**config.mk**
```make
export PLATFORM = sky130hd
export DESIGN_NAME = pipe_mux_rs
export DESIGN_NICKNAME = d
export VERILOG_FILES = /design/src/rtl/pipe_mux_rs.sv
export SDC_FILE = /design/constraint.sdc
export NUM_CORES = 1
export LEC_CHECK = 0
export BUFFER_PORTS_ARGS = -buffer_cell sky130_fd_sc_hd__buf_2
export CAP_MARGIN = 20
export CORE_MARGIN = 1.5
export CORE_UTILIZATION = 50
export CTS_BUF_LIST = sky130_fd_sc_hd__clkbuf_2 sky130_fd_sc_hd__clkbuf_4 sky130_fd_sc_hd__clkbuf_8
export DETAILED_ROUTE_END_ITERATION = 12
export HOLD_SLACK_MARGIN = 0.03
export PLACE_DENSITY = 0.88
export SLEW_MARGIN = 20
export SYNTH_ARGS = -nofsm -noshare
export SYNTH_HDL_FRONTEND = slang
export SYNTH_SLANG_ARGS = --single-unit
```
**constraint.sdc**
```tcl
create_clock -name clk -period 2.3 [get_ports clk]
set_input_delay 0.46 -clock clk [delete_from_list [all_inputs] [get_ports clk]]
set_output_delay 0.46 -clock clk [all_outputs]
set_load 0.05 [all_outputs]
```
**src/rtl/pipe_mux_rs.sv**
```systemverilog
// pipe_mux_rs: registered NUM_IN:1 word mux, valid/ready both sides, one-cycle latency, 2-entry skid.
// in_ready is a flop output (never depends on out_ready); optional MUX_SEL_ERR_EN adds sticky sel_err.
module pipe_mux_rs #(
   parameter int WIDTH  = 8,
   parameter int NUM_IN = 4,
   parameter int SEL_W  = $clog2(NUM_IN)
) (
   input  logic                    clk,
   input  logic                    rst_n,
   input  logic [NUM_IN*WIDTH-1:0] in_data,
   input  logic [SEL_W-1:0]        in_sel,
   input  logic                    in_valid,
   output logic                    in_ready,
   output logic [WIDTH-1:0]        out_data,
   output logic [SEL_W-1:0]        out_sel,
   output logic                    out_valid,
   input  logic                    out_ready
`ifdef MUX_SEL_ERR_EN
   ,
   output logic                    sel_err
`endif
);

   if (NUM_IN < 2 || NUM_IN > 16) begin : g_bad_num_in
      $error("pipe_mux_rs: NUM_IN must be in 2..16");
   end
   if (SEL_W != $clog2(NUM_IN)) begin : g_bad_sel_w
      $error("pipe_mux_rs: SEL_W is derived from NUM_IN and must not be overridden");
   end

   typedef struct packed {
      logic [WIDTH-1:0] dat;
      logic [SEL_W-1:0] sel;
   } beat_t;

   typedef enum logic [1:0] {
      ST_EMPTY = 2'd0,
      ST_ONE   = 2'd1,
      ST_FULL  = 2'd2
   } state_t;

   state_t state_q, state_d;
   beat_t  main_q, main_d;
   beat_t  skid_q, skid_d;
   beat_t  in_beat;
   logic   accept;
   logic   xfer;

   // Compare-and-pick rather than a variable part-select so selects past NUM_IN fall out as zero.
   always_comb begin
      in_beat.dat = '0;
      in_beat.sel = in_sel;
      for (int k = 0; k < NUM_IN; k++) begin
         if (in_sel == SEL_W'(k)) begin
            in_beat.dat = in_data[k*WIDTH +: WIDTH];
         end
      end
   end

   assign accept = in_valid & in_ready;
   assign xfer   = out_valid & out_ready;

   always_ff @(posedge clk or negedge rst_n) begin
      if (!rst_n) begin
         state_q <= ST_EMPTY;
         main_q  <= '0;
         skid_q  <= '0;
      end else begin
         state_q <= state_d;
         main_q  <= main_d;
         skid_q  <= skid_d;
      end
   end

   always_comb begin
      state_d = state_q;
      main_d  = main_q;
      skid_d  = skid_q;
      case (state_q)
         ST_EMPTY: begin
            if (accept) begin
               main_d  = in_beat;
               state_d = ST_ONE;
            end
         end
         ST_ONE: begin
            if (accept && xfer) begin
               main_d = in_beat;
            end else if (accept) begin
               skid_d  = in_beat;
               state_d = ST_FULL;
            end else if (xfer) begin
               state_d = ST_EMPTY;
            end
         end
         ST_FULL: begin
            if (xfer) begin
               main_d  = skid_q;
               state_d = ST_ONE;
            end
         end
         default: state_d = ST_EMPTY;
      endcase
   end

   always_comb begin
      out_valid = (state_q != ST_EMPTY);
      in_ready  = (state_q != ST_FULL);
      out_data  = main_q.dat;
      out_sel   = main_q.sel;
   end

`ifdef MUX_SEL_ERR_EN
   logic sel_oor;
   logic sel_err_q, sel_err_d;

   always_comb begin
      sel_oor = 1'b1;
      for (int k = 0; k < NUM_IN; k++) begin
         if (in_sel == SEL_W'(k)) begin
            sel_oor = 1'b0;
         end
      end
   end

   always_comb begin
      sel_err_d = sel_err_q | (accept & sel_oor);
   end

   always_ff @(posedge clk or negedge rst_n) begin
      if (!rst_n) begin
         sel_err_q <= 1'b0;
      end else begin
         sel_err_q <= sel_err_d;
      end
   end

   assign sel_err = sel_err_q;
`endif

   a_stall_stable: assert property (@(posedge clk) disable iff (!rst_n)
      (out_valid && !out_ready) |=> (out_valid && $stable(out_data) && $stable(out_sel)));

endmodule
```
==> impl_table.tex, run 1 <==
\begin{tabular}{lr}
\hline
Metric & Value \\
\hline
\multicolumn{2}{l}{\textbf{Status}} \\
\quad Outcome & completed \\
\multicolumn{2}{l}{\textbf{Worst setup path}} \\
\quad Worst Path Buf+Inv & 1 \\
\quad Highest cell delay on the worst timing path & 570 ps \\
\quad Crit path max-delay cell type & dfrtp\_1 \\
\quad Endpoint of the lowest-slack register-to-register path & skid\_q[3] \\
\quad Reg2Reg Depth & 3 \\
\quad Critical Path AT & 1460 ps \\
\quad Delay-heaviest family, CP & flip-flops \\
\quad Endpoint kind of the worst setup timing path & output pin \\
\quad Critical-path cell list & nand2b\_1 > buf\_2 \\
\quad WS Path Type & reg2out \\
\quad RR Startpoint & state\_q[0] \\
\quad Reg-to-reg setup timing slack & 660 ps \\
\quad Required @ worst endpoint & approximately 1800 ps \\
\quad Worst-path fanout max & 14 \\
\quad Kind of start point of the critical path & flip-flop \\
\multicolumn{2}{l}{\textbf{Global routing}} \\
\quad Largest net degree at the start of global routing & 23 \\
\quad Global router's overall resource usage & 21.80\% \\
\quad Global-route wire length before repair & 4229 um \\
\quad Initial antenna violation count & 0 \\
\quad Via count of the first global-routing pass & 940 \\
\quad Aggregate global routing overflow & 0 \\
\multicolumn{2}{l}{\textbf{Placed design}} \\
\quad Estimated wirelength of the detail-placed design & 2004 um \\
\quad Placement-stage worst setup slack & 535.2 ps \\
\quad \# port buffers & 49 \\
\quad Routability congestion estimate & 0.7930 \\
\quad Number of instances in the placed design & 151 \\
\multicolumn{2}{l}{\textbf{Timing}} \\
\quad Final setup vio count & 0 \\
\quad Worst Tran Pin Value & between 500 and 600 ps \\
\quad Final Cycle Share & 83.68\% \\
\quad Max-slew headroom & about three fifths \\
\quad Hold Vio Cnt, Final & 0 \\
\quad Worst hold-check slack & 89.11 ps \\
\quad Crit path time final & 1925 ps \\
\quad Setup\_tns & 0 ps \\
\quad Crit path setup slack, layout & approximately 380 ps \\
\quad RSZ-0062 raised after global routing & no \\
\quad Clock skew after layout & 3.096 ps \\
\quad Slew Limit Fails & 0 \\
\quad Peak clock frequency supported by timing & roughly 0.52 GHz \\
\multicolumn{2}{l}{\textbf{Power and ir drop}} \\
\quad Worst VDD drop & 0.6816 mV \\
\quad Power per cell area & 1005 mW/mm\^{}2 \\
\quad Post-route total power & 1.477 mW \\
\quad Leak pwr & 0.7007 nW \\
\multicolumn{2}{l}{\textbf{CTS}} \\
\quad Number of buffers on the longest clock path & 2 \\
\quad Clock H-tree levels & 1 \\
\quad CTS tree & yes \\
\quad Cell chosen for the clock root & clkbuf\_4 \\
\quad Num CTS Buffers & 3 \\
\quad Total setup buffers inserted after CTS & 0 \\
\quad Clock net sink count & 22 \\
\quad Clock slew at the register clock pins of the worst setup and hold paths & 120 ps \\
\quad Count of instances resized after the clock tree is built & 0 \\
\quad Number of buffers added to fix hold violations after cts & 0 \\
\quad Clock insertion delay at the later pin of the skew report & 310 ps \\
\multicolumn{2}{l}{\textbf{Floorplan}} \\
\quad Cell Rows & 17 \\
\quad Initial Util & 53.34\% \\
\quad Die X-Extent & 51.58 um \\
\quad Die area & 0.002660 sq mm \\
\quad Height of the chip & between 50 and 60 um \\
\quad Ports placed on the boundary & 50 \\
\quad Area of the core region & 0.002212 sq mm \\
\multicolumn{2}{l}{\textbf{Synthesis}} \\
\quad Mapped cell area & 0.001180 sq mm \\
\quad Post-synthesis average cell area & between 10 and 15 sq um \\
\quad Number of distinct standard cells referenced by the synthesized netlist & 18 \\
\quad Total number of yosys warnings & 0 \\
\quad Cells after Synth & 79 \\
\quad Seq/Total Area, Yosys & a little under half \\
\quad Flops \& latches, synth & 22 \\
\quad Net count after synthesis & 117 \\
\multicolumn{2}{l}{\textbf{Drt}} \\
\quad Number of optimization iterations in the first detailed-route pass & 4 \\
\quad Final wirelength & 2713 um \\
\quad Routed via count divided by cell count & between 5 and 6 \\
\quad DRC violations left & 0 \\
\quad WL/cell & 17.50 um \\
\quad Total number of vias & around 910 \\
\quad Iteration-0 DRC Markers & 10 \\
\quad Antenna viol nets, final & 0 \\
\multicolumn{2}{l}{\textbf{Cells and area}} \\
\quad Post-synthesis to final-layout area growth & 24.60\% \\
\quad Antenna fix cells & 0 \\
\quad Fin nets & 166 \\
\quad Count of non-filler cells in the finished layout & 155 \\
\quad Share of final-layout standard cells stronger than drive strength 1 & 61.42\% \\
\multicolumn{2}{l}{\textbf{Hold path}} \\
\quad Path type of the worst min-delay path & in2async \\
\multicolumn{2}{l}{\textbf{Run}} \\
\quad Total of max-cap violations & 0 \\
\hline
\end{tabular}
[Yosys cell counts]
cell type / instances / area share (%)
a21oi_1: 1 / 0.42
a21oi_4: 1 / 1.4
a221o_1: 8 / 6.8
and3b_1: 1 / 0.74
and4b_1: 8 / 6.8
buf_1: 1 / 0.32
buf_6: 1 / 0.95
clkbuf_1: 3 / 0.95
dfrtp_1: 22 / 47
mux2_2: 14 / 13
mux2i_1: 1 / 0.85
mux4_2: 8 / 15
nand2b_1: 3 / 1.6
nor2_1: 1 / 0.32
nor2_4: 1 / 0.95
nor2b_1: 2 / 1.1
o22ai_1: 2 / 1.1
or2_2: 1 / 0.53
[power breakdown]
group / leakage (nW) / internal [mW] / switching [mW]
registers: 0.265 / 0.536 / 0.0977
clock network: 0.0210 / 0.0967 / 0.119
logic: 0.415 / 0.240 / 0.387
total: 0.701 / 0.874 / 0.604
[worst max path at each step]
stage	startpoint	to	slack (ps)	cells after the start
2_1_floorplan	state_q[0]	out_sel[0]	690	3
3_3_place_gp	in_sel[0]	out_data[2]	570	3
3_5_place_dp	in_sel[0]	out_data[7]	540	3
4_1_cts	state_q[0]	in_ready	390	2
5_1_grt	state_q[0]	in_ready	320	2
6_report	state_q[0]	in_ready	380	2
[stage by stage]
step	instance area, sq um	util (%)
2_1_floorplan	1180	-
5_1_grt	1470	66.46
6_report	1470	66.46
3_3_place_gp	1434	64.82
3_5_place_dp	1434	64.82
4_1_cts	1470	66.46
[sequential cells by signal, indices dropped and copies added, names as in the netlist]
| signal | cells |
|---|---|
| skid_q | 10 |
| out_data | 8 |
| out_sel | 2 |
| state_q | 2 |
[cells in the final DEF (no fill, tap or decap), types with 2 or more instances in the layout]
cell type / n
nand2b_1: 3
buf_2: 49
mux2_2: 14
and4b_1: 8
clkbuf_4: 3
mux4_2: 8
nor2b_1: 2
dfrtp_1: 22
a221o_1: 8
o22ai_1: 2
[cells by family (layout without fill, tap and decap cells)]
family	count (synthesis)	in the layout	share of synthesized area, %
muxes	23	23	29.48
AOI/OAI and AO/OA	12	12	9.650
buffers and inverters	5	53	2.226
and+or+nand+nor	17	17	11.98
DFF	22	22	46.66
[final cells by class]
cell class | instances | area (sq um)
repair buffers | 49 | 245.2
clock buffers | 4 | 36.28
fillers | 193 | 742.0
multi-input cells | 52 | 603.1
well taps | 28 | 35.03
flip-flops and latches | 22 | 550.5
[routing by layer]
| layer | up-vias | share of wire [%] | routed length (um) | GRT usage (%) |
|---|---|---|---|---|
| met1 | 457 | 37 | 1009 | 26.67 |
| met5 | - | 0 | 0 | 0 |
| li1 | 414 | - | - | - |
| met4 | 0 | 0.92 | 25 | 8.772 |
| met2 | 37 | 56 | 1514 | 38.46 |
| met3 | 4 | 6.0 | 162 | 3.448 |
Power figures use the tool's default switching activity.
==> run 2: changes to the inputs <==
CORE_UTILIZATION = 49   (was 50)
PLACE_DENSITY = 0.87   (was 0.88)
clock period = 1.9 ns   (was 2.3 ns; I/O delays follow)
==> run 2 against run 1 <==
  * Count of clock-buffer cells in the layout shrank 1
  * Largest cell class unchanged
  * Critical endpoint unchanged
  * Register-to-register slack worse by 400 ps
  * Critical path type unchanged
  * Routed wire length shrank 4.6%
==> impl_table.tex, run 2 (synthesized netlist as in run 1, its figures left out) <==
\begin{tabular}{lr}
\hline
Metric & Value \\
\hline
\multicolumn{2}{l}{\textbf{Floorplan}} \\
\quad Initial Util & 52.83\% (was 53.34\%) \\
\quad Height of the chip & 52.07 um (was 51.58 um) \\
\quad Area of the core region & 0.002233 sq mm (was 0.002212 sq mm) \\
\quad Cell Rows & 17 (unchanged) \\
\quad Ports placed on the boundary & 50 (unchanged) \\
\quad Die area & 0.002711 sq mm (was 0.002660 sq mm) \\
\quad Die X-Extent & 52.07 um (was 51.58 um) \\
\multicolumn{2}{l}{\textbf{CTS}} \\
\quad Number of buffers added to fix hold violations after cts & 0 (unchanged) \\
\quad Clock net sink count & 22 (unchanged) \\
\quad Clock slew at the register clock pins of the worst setup and hold paths & 110 ps (was 120 ps) \\
\quad CTS tree & yes (unchanged) \\
\quad Number of buffers on the longest clock path & 2 (unchanged) \\
\quad Clock insertion delay at the later pin of the skew report & 290 ps (was 310 ps) \\
\quad Num CTS Buffers & 3 (unchanged) \\
\quad Clock H-tree levels & 1 (unchanged) \\
\quad Total setup buffers inserted after CTS & 0 (unchanged) \\
\quad Count of instances resized after the clock tree is built & 0 (unchanged) \\
\quad Cell chosen for the clock root & clkbuf\_4 (unchanged) \\
\multicolumn{2}{l}{\textbf{Timing}} \\
\quad Final Cycle Share & between 90\% and 100\% \\
\quad Final setup vio count & 0 (unchanged) \\
\quad Max-slew headroom & 67.90\% (was 61.57\%) \\
\quad Setup\_tns & 0 ps (unchanged) \\
\quad Crit path time final & roughly 1800 ps \\
\quad Worst hold-check slack & 23.44 ps (was 89.11 ps) \\
\quad RSZ-0062 raised after global routing & no (unchanged) \\
\quad Peak clock frequency supported by timing & 0.5534 GHz \\
\quad Worst Tran Pin Value & 481.5 ps (was 574.3 ps) \\
\quad Slew Limit Fails & 0 (unchanged) \\
\quad Clock skew after layout & 2.240 ps (was 3.096 ps) \\
\quad Hold Vio Cnt, Final & 0 (unchanged) \\
\multicolumn{2}{l}{\textbf{Drt}} \\
\quad Antenna viol nets, final & 0 (unchanged) \\
\quad Met3 WL post-DR & 125 um (was 162 um) \\
\quad Uppermost layer routed & met4 (unchanged) \\
\quad Final wirelength & 2588 um (was 2713 um) \\
\quad WL/cell & 16.59 um (was 17.50 um) \\
\quad Number of optimization iterations in the first detailed-route pass & 4 (unchanged) \\
\quad DRC violations left & 0 (unchanged) \\
\quad Wl on met1 & 983 um (was 1009 um) \\
\quad Iteration-0 DRC Markers & 11 (was 10) \\
\quad Total number of vias & 934 (was 912) \\
\quad Routed via count divided by cell count & 5.987 (was 5.884) \\
\quad Routed wire length on met2 & 1443 um (was 1514 um) \\
\multicolumn{2}{l}{\textbf{Worst setup path}} \\
\quad Endpoint of the lowest-slack register-to-register path & out\_sel[0] (was skid\_q[3]) \\
\quad Endpoint kind of the worst setup timing path & output pin (unchanged) \\
\quad Kind of start point of the critical path & flip-flop (unchanged) \\
\quad Launch point of the worst path & state\_q[0] (unchanged) \\
\quad Required @ worst endpoint & 1520 ps (was 1840 ps) \\
\quad Worst-path fanout max & 14 (unchanged) \\
\quad WS Path Type & reg2out (unchanged) \\
\quad Reg-to-reg setup timing slack & 260 ps (was 660 ps) \\
\quad Critical Path AT & 1430 ps (was 1460 ps) \\
\quad RR Startpoint & state\_q[0] (unchanged) \\
\quad Reg2Reg Depth & 3 (unchanged) \\
\multicolumn{2}{l}{\textbf{Global routing}} \\
\quad Initial antenna violation count & 0 (unchanged) \\
\quad Global router's overall resource usage & 21.77\% (was 21.80\%) \\
\quad Largest net degree at the start of global routing & 23 (unchanged) \\
\quad Global-route wire length before repair & 4264 um (was 4229 um) \\
\quad Aggregate global routing overflow & 0 (unchanged) \\
\quad Via count of the first global-routing pass & 997 (was 940) \\
\multicolumn{2}{l}{\textbf{Power and ir drop}} \\
\quad Leak pwr & 0.7036 nW (was 0.7007 nW) \\
\quad Power per cell area & 1180 mW/mm\^{}2 (was 1005 mW/mm\^{}2) \\
\quad Combinational fraction of design power & 44.1\% (was 42.5\%) \\
\quad Worst VDD drop & 0.7966 mV (was 0.6816 mV) \\
\quad Switching part of the total & 41.12\% (was 40.86\%) \\
\quad Post-route total power & 1.736 mW (was 1.477 mW) \\
\quad Clock power share & 11.8\% (was 14.6\%) \\
\quad NetSw & 713.8 uW (was 603.6 uW) \\
\quad Internal & 1.022 mW (was 873.6 uW) \\
\quad Power share of the sequential group & 44.1\% (was 42.9\%) \\
\multicolumn{2}{l}{\textbf{Cells and area}} \\
\quad Fin nets & 168 (was 166) \\
\quad Share of final-layout standard cells stronger than drive strength 1 & 61.72\% (was 61.42\%) \\
\quad Register area & 550.5 sq um (unchanged) \\
\quad Post-synthesis to final-layout area growth & 24.71\% (was 24.60\%) \\
\quad Register bank with the most flops & skid\_q (unchanged) \\
\quad Number of inserted filler cells in the final layout & 183 (was 193) \\
\quad Top library cells by usage in the layout, fill and taps aside & 49 x buf\_2, 22 x dfrtp\_1, 14 x mux2\_2 (unchanged) \\
\quad Area occupied by multi-input gates & 603.1 sq um (unchanged) \\
\quad Number of flip-flops in the largest register & 10 (unchanged) \\
\quad Antenna fix cells & 0 (unchanged) \\
\quad Most common library cell in the layout ignoring fill and taps & buf\_2 (unchanged) \\
\multicolumn{2}{l}{\textbf{Hold path}} \\
\quad Path type of the worst min-delay path & in2async (unchanged) \\
\multicolumn{2}{l}{\textbf{Placed design}} \\
\quad \# port buffers & 49 (unchanged) \\
\quad Routability congestion estimate & 0.7882 (was 0.7930) \\
\quad Estimated wirelength of the detail-placed design & 2040 um (was 2004 um) \\
\multicolumn{2}{l}{\textbf{Run}} \\
\quad Total of max-cap violations & 0 (unchanged) \\
\multicolumn{2}{l}{\textbf{Status}} \\
\quad Outcome & completed (unchanged) \\
\hline
\end{tabular}
## run 2: worst max path at each step
stage | cells after the start | slack, ps | to
finish | 2 | 90 | in_ready
global route | 2 | 1 | in_ready
detailed placement | 3 | 220 | out_data[6]
CTS | 2 | 100 | in_ready
global placement | 3 | 250 | out_data[4]
floorplan | 3 | 290 | out_sel[0]
## run 2: cell type report
cell class                      count  share of cell area, %
Clock buffer                        3                  1.531
Multi-Input combinational cell     52                  40.99
Sequential cell                    22                  37.41
Timing Repair Buffer               51                  17.69
Tap cell                           28                  2.381
## run 2: layer usage
metal,global-route usage [%],up-vias
li1,-,419
met5,0,-
met3,3.736,6
met1,25.39,475
met2,38.61,34
met4,10.09,0
## run 2: per-stage QoR
stage / util, % / std cells / area (sq um) / worst slack [ps]
2_1_floorplan: - / 79 / 1180 / 286.3
3_3_place_gp: 64.87 / 153 / 1449 / 248.5
3_5_place_dp: 64.87 / 153 / 1449 / 218.8
4_1_cts: 65.88 / 156 / 1471 / 101.1
5_1_grt: 65.88 / 156 / 1471 / 1.294
6_report: 65.88 / 156 / 1471 / 92.96
## run 2: critical path, cell delays in order, from the launching register on
cell	delay (ps)
dfrtp_1	560
nand2b_1	260
buf_2	300
## run 2: power groups by stage
| stage | clock (mW) | sequential, mW | combinational (mW) |
|---|---|---|---|
| after floorplan | 0 | 0.992 | 0.337 |
| after global placement | 0 | 0.765 | 0.748 |
| after detailed placement | 0 | 0.772 | 0.769 |
| after CTS | 0.208 | 0.763 | 0.770 |
| after global routing | 0.234 | 0.789 | 0.809 |
| final | 0.205 | 0.766 | 0.765 |
==> run 3: changes to the inputs <==
CORE_ASPECT_RATIO = 2   (was default)
CORE_UTILIZATION = 32   (was 49)
PLACE_DENSITY = 0.62   (was 0.87)
SLEW_MARGIN = default   (was 20)
==> run 3 against run 2 <==
  * Worst setup slack got worse by 5.4 ps
  * Sequential power decreased by 1%
  * Clock skew up 0.55 ps
  * Via count shrank 4.6%
  * Combinational power increased by 2%
  * Largest cell class unchanged
  * Largest power group is now combinational logic
  * Highest routed layer unchanged
==> impl_table.tex, run 3 (synthesized netlist as in run 1, its figures left out) <==
\begin{tabular}{lr}
\hline
Metric & Value \\
\hline
\multicolumn{2}{l}{\textbf{Cells and area}} \\
\quad Post-synthesis to final-layout area growth & 29.69\% (was 24.71\%) \\
\quad Area occupied by multi-input gates & 603.1 sq um (unchanged) \\
\quad Fin nets & 168 (unchanged) \\
\quad Antenna fix cells & 0 (unchanged) \\
\quad Final Util & 42.88\% (was 65.88\%) \\
\quad Share of final-layout standard cells stronger than drive strength 1 & 62.02\% (was 61.72\%) \\
\quad Area of all placed cells without fillers & 0.001530 sq mm (was 0.001471 sq mm) \\
\quad Most common library cell in the layout ignoring fill and taps & buf\_2 (unchanged) \\
\quad Register bank with the most flops & skid\_q (unchanged) \\
\quad Number of flip-flops in the largest register & 10 (unchanged) \\
\quad Register area & 550.5 sq um (unchanged) \\
\quad Top library cells by usage in the layout, fill and taps aside & 49 x buf\_2, 22 x dfrtp\_1, 14 x mux2\_2 (unchanged) \\
\quad Number of inserted filler cells in the final layout & 367 (was 183) \\
\multicolumn{2}{l}{\textbf{Placed design}} \\
\quad Routability congestion estimate & 0.7092 (was 0.7882) \\
\quad \# port buffers & 49 (unchanged) \\
\quad Cell Area, Placed & 0.001475 sq mm (was 0.001449 sq mm) \\
\quad Placement-stage worst setup slack & 213.4 ps (was 218.8 ps) \\
\quad Estimated wirelength of the detail-placed design & 2144 um (was 2040 um) \\
\multicolumn{2}{l}{\textbf{Worst setup path}} \\
\quad WS Path Type & reg2out (unchanged) \\
\quad Kind of start point of the critical path & flip-flop (unchanged) \\
\quad Required @ worst endpoint & 1520 ps (about the same) \\
\quad Launch point of the worst path & state\_q[1] (was state\_q[0]) \\
\quad Endpoint kind of the worst setup timing path & output pin (unchanged) \\
\quad Critical Path AT & 1430 ps (about the same) \\
\quad RR Startpoint & state\_q[0] (unchanged) \\
\quad Worst-path fanout max & 9 (was 14) \\
\multicolumn{2}{l}{\textbf{Timing}} \\
\quad Setup\_tns & 0 ps (unchanged) \\
\quad Worst Tran Pin Value & 608.4 ps (was 481.5 ps) \\
\quad Final Cycle Share & 95.39\% (was 95.11\%) \\
\quad Crit path setup slack, layout & 87.56 ps (was 92.96 ps) \\
\quad Peak clock frequency supported by timing & 0.5517 GHz (was 0.5534 GHz) \\
\quad Final setup vio count & 0 (unchanged) \\
\quad Crit path time final & 1812 ps (was 1807 ps) \\
\quad Slew Limit Fails & 0 (unchanged) \\
\quad Worst hold-check slack & 67.49 ps (was 23.44 ps) \\
\quad Hold Vio Cnt, Final & 0 (unchanged) \\
\quad Max-slew headroom & 59.29\% (was 67.90\%) \\
\quad Clock skew after layout & 2.793 ps (was 2.240 ps) \\
\quad RSZ-0062 raised after global routing & no (unchanged) \\
\multicolumn{2}{l}{\textbf{Power and ir drop}} \\
\quad Power share of the sequential group & 40.5\% (was 44.1\%) \\
\quad Leak pwr & 0.7186 nW (was 0.7036 nW) \\
\quad NetSw & 734.7 uW (was 713.8 uW) \\
\quad Internal & 1.137 mW (was 1.022 mW) \\
\quad Clock power share & 18.0\% (was 11.8\%) \\
\quad Worst VDD drop & 0.4656 mV (was 0.7966 mV) \\
\quad Power per cell area & 1223 mW/mm\^{}2 (was 1180 mW/mm\^{}2) \\
\quad Combinational fraction of design power & 41.5\% (was 44.1\%) \\
\quad Switching part of the total & 39.26\% (was 41.12\%) \\
\multicolumn{2}{l}{\textbf{CTS}} \\
\quad Clock net sink count & 22 (unchanged) \\
\quad Cell chosen for the clock root & clkbuf\_8 (was clkbuf\_4) \\
\quad Count of instances resized after the clock tree is built & 0 (unchanged) \\
\quad CTS tree & yes (unchanged) \\
\quad Clock H-tree levels & 1 (unchanged) \\
\quad Number of buffers added to fix hold violations after cts & 0 (unchanged) \\
\quad Number of buffers on the longest clock path & 2 (unchanged) \\
\quad Clock slew at the register clock pins of the worst setup and hold paths & 80 ps (was 110 ps) \\
\quad Total setup buffers inserted after CTS & 0 (unchanged) \\
\quad Clock insertion delay at the later pin of the skew report & 260 ps (was 290 ps) \\
\quad Num CTS Buffers & 3 (unchanged) \\
\multicolumn{2}{l}{\textbf{Drt}} \\
\quad Total number of vias & 891 (was 934) \\
\quad Routed via count divided by cell count & 5.006 (was 5.987) \\
\quad Iteration-0 DRC Markers & 16 (was 11) \\
\quad Final wirelength & 2751 um (was 2588 um) \\
\quad WL/cell & 15.46 um (was 16.59 um) \\
\quad Antenna viol nets, final & 0 (unchanged) \\
\quad DRC violations left & 0 (unchanged) \\
\quad Number of optimization iterations in the first detailed-route pass & 4 (unchanged) \\
\multicolumn{2}{l}{\textbf{Global routing}} \\
\quad M2 GR Usage & 26.14\% (was 38.61\%) \\
\quad Global-route wire length before repair & 4491 um (was 4264 um) \\
\quad Initial antenna violation count & 0 (unchanged) \\
\quad Largest net degree at the start of global routing & 23 (unchanged) \\
\quad Most heavily used metal layer in global routing & met2 (unchanged) \\
\quad Aggregate global routing overflow & 0 (unchanged) \\
\quad Via count of the first global-routing pass & 977 (was 997) \\
\quad Met3 usage in global routing & 2.041\% (was 3.736\%) \\
\quad Global-route track usage on met1 & 17.91\% (was 25.39\%) \\
\quad Global router's overall resource usage & 15.59\% (was 21.77\%) \\
\multicolumn{2}{l}{\textbf{Floorplan}} \\
\quad Initial Util & 33.06\% (was 52.83\%) \\
\quad Area of the core region & 0.003568 sq mm (was 0.002233 sq mm) \\
\quad Ports placed on the boundary & 50 (unchanged) \\
\quad Height of the chip & 88.87 um (was 52.07 um) \\
\quad Cell Rows & 31 (was 17) \\
\quad Die area & 0.004082 sq mm (was 0.002711 sq mm) \\
\quad Die X-Extent & 45.94 um (was 52.07 um) \\
\multicolumn{2}{l}{\textbf{Run}} \\
\quad Total of max-cap violations & 0 (unchanged) \\
\multicolumn{2}{l}{\textbf{Status}} \\
\quad Outcome & completed (unchanged) \\
\multicolumn{2}{l}{\textbf{Hold path}} \\
\quad Path type of the worst min-delay path & in2async (unchanged) \\
\hline
\end{tabular}
run 3: critical path, cell delays in order, from the launching register on:
cell	delay, ps
dfrtp_1	470
buf_4	190
or2_2	290
buf_2	210
run 3: power groups by stage:
| stage | combinational, mW | sequential, mW | clock (mW) |
|---|---|---|---|
| after CTS | 0.785 | 0.756 | 0.346 |
| final | 0.777 | 0.758 | 0.336 |
| after global placement | 0.767 | 0.758 | 0 |
| after detailed placement | 0.783 | 0.765 | 0 |
| after global routing | 0.829 | 0.784 | 0.371 |
| after floorplan | 0.337 | 0.992 | 0 |
run 3: metrics by stage:
stage / power (mW) / cells
floorplan: 1.329 / 79
global placement: 1.525 / 174
detailed placement: 1.548 / 174
CTS: 1.886 / 178
global route: 1.984 / 178
finish: 1.871 / 178
run 3: area by class of cell:
class                   count  area share [%]
multi-input cells          52           39.41
repair buffers             51           17.01
flip-flops and latches     22           35.98
well taps                  49           4.007
clock buffers               4           3.598
run 3: routing by layer:
| metal | vias to the layer above | routed length, um |
|---|---|---|
| met1 | 441 | 1050 |
| met2 | 25 | 1533 |
| met4 | 0 | 64 |
| met3 | 5 | 103 |
| met5 | - | 0 |
| li1 | 420 | - |
run 3: path summary, 6_finish.rpt:
kind	to	slack (ps)	cells after the start
max in group asynchronous	skid_q[6]	1510	1
min	out_data[2]	70	1
min reg2reg	skid_q[4]	510	1
max reg2reg	out_data[4]	310	4
max	out_valid	90	3
min in group clk	state_q[1]	480	2
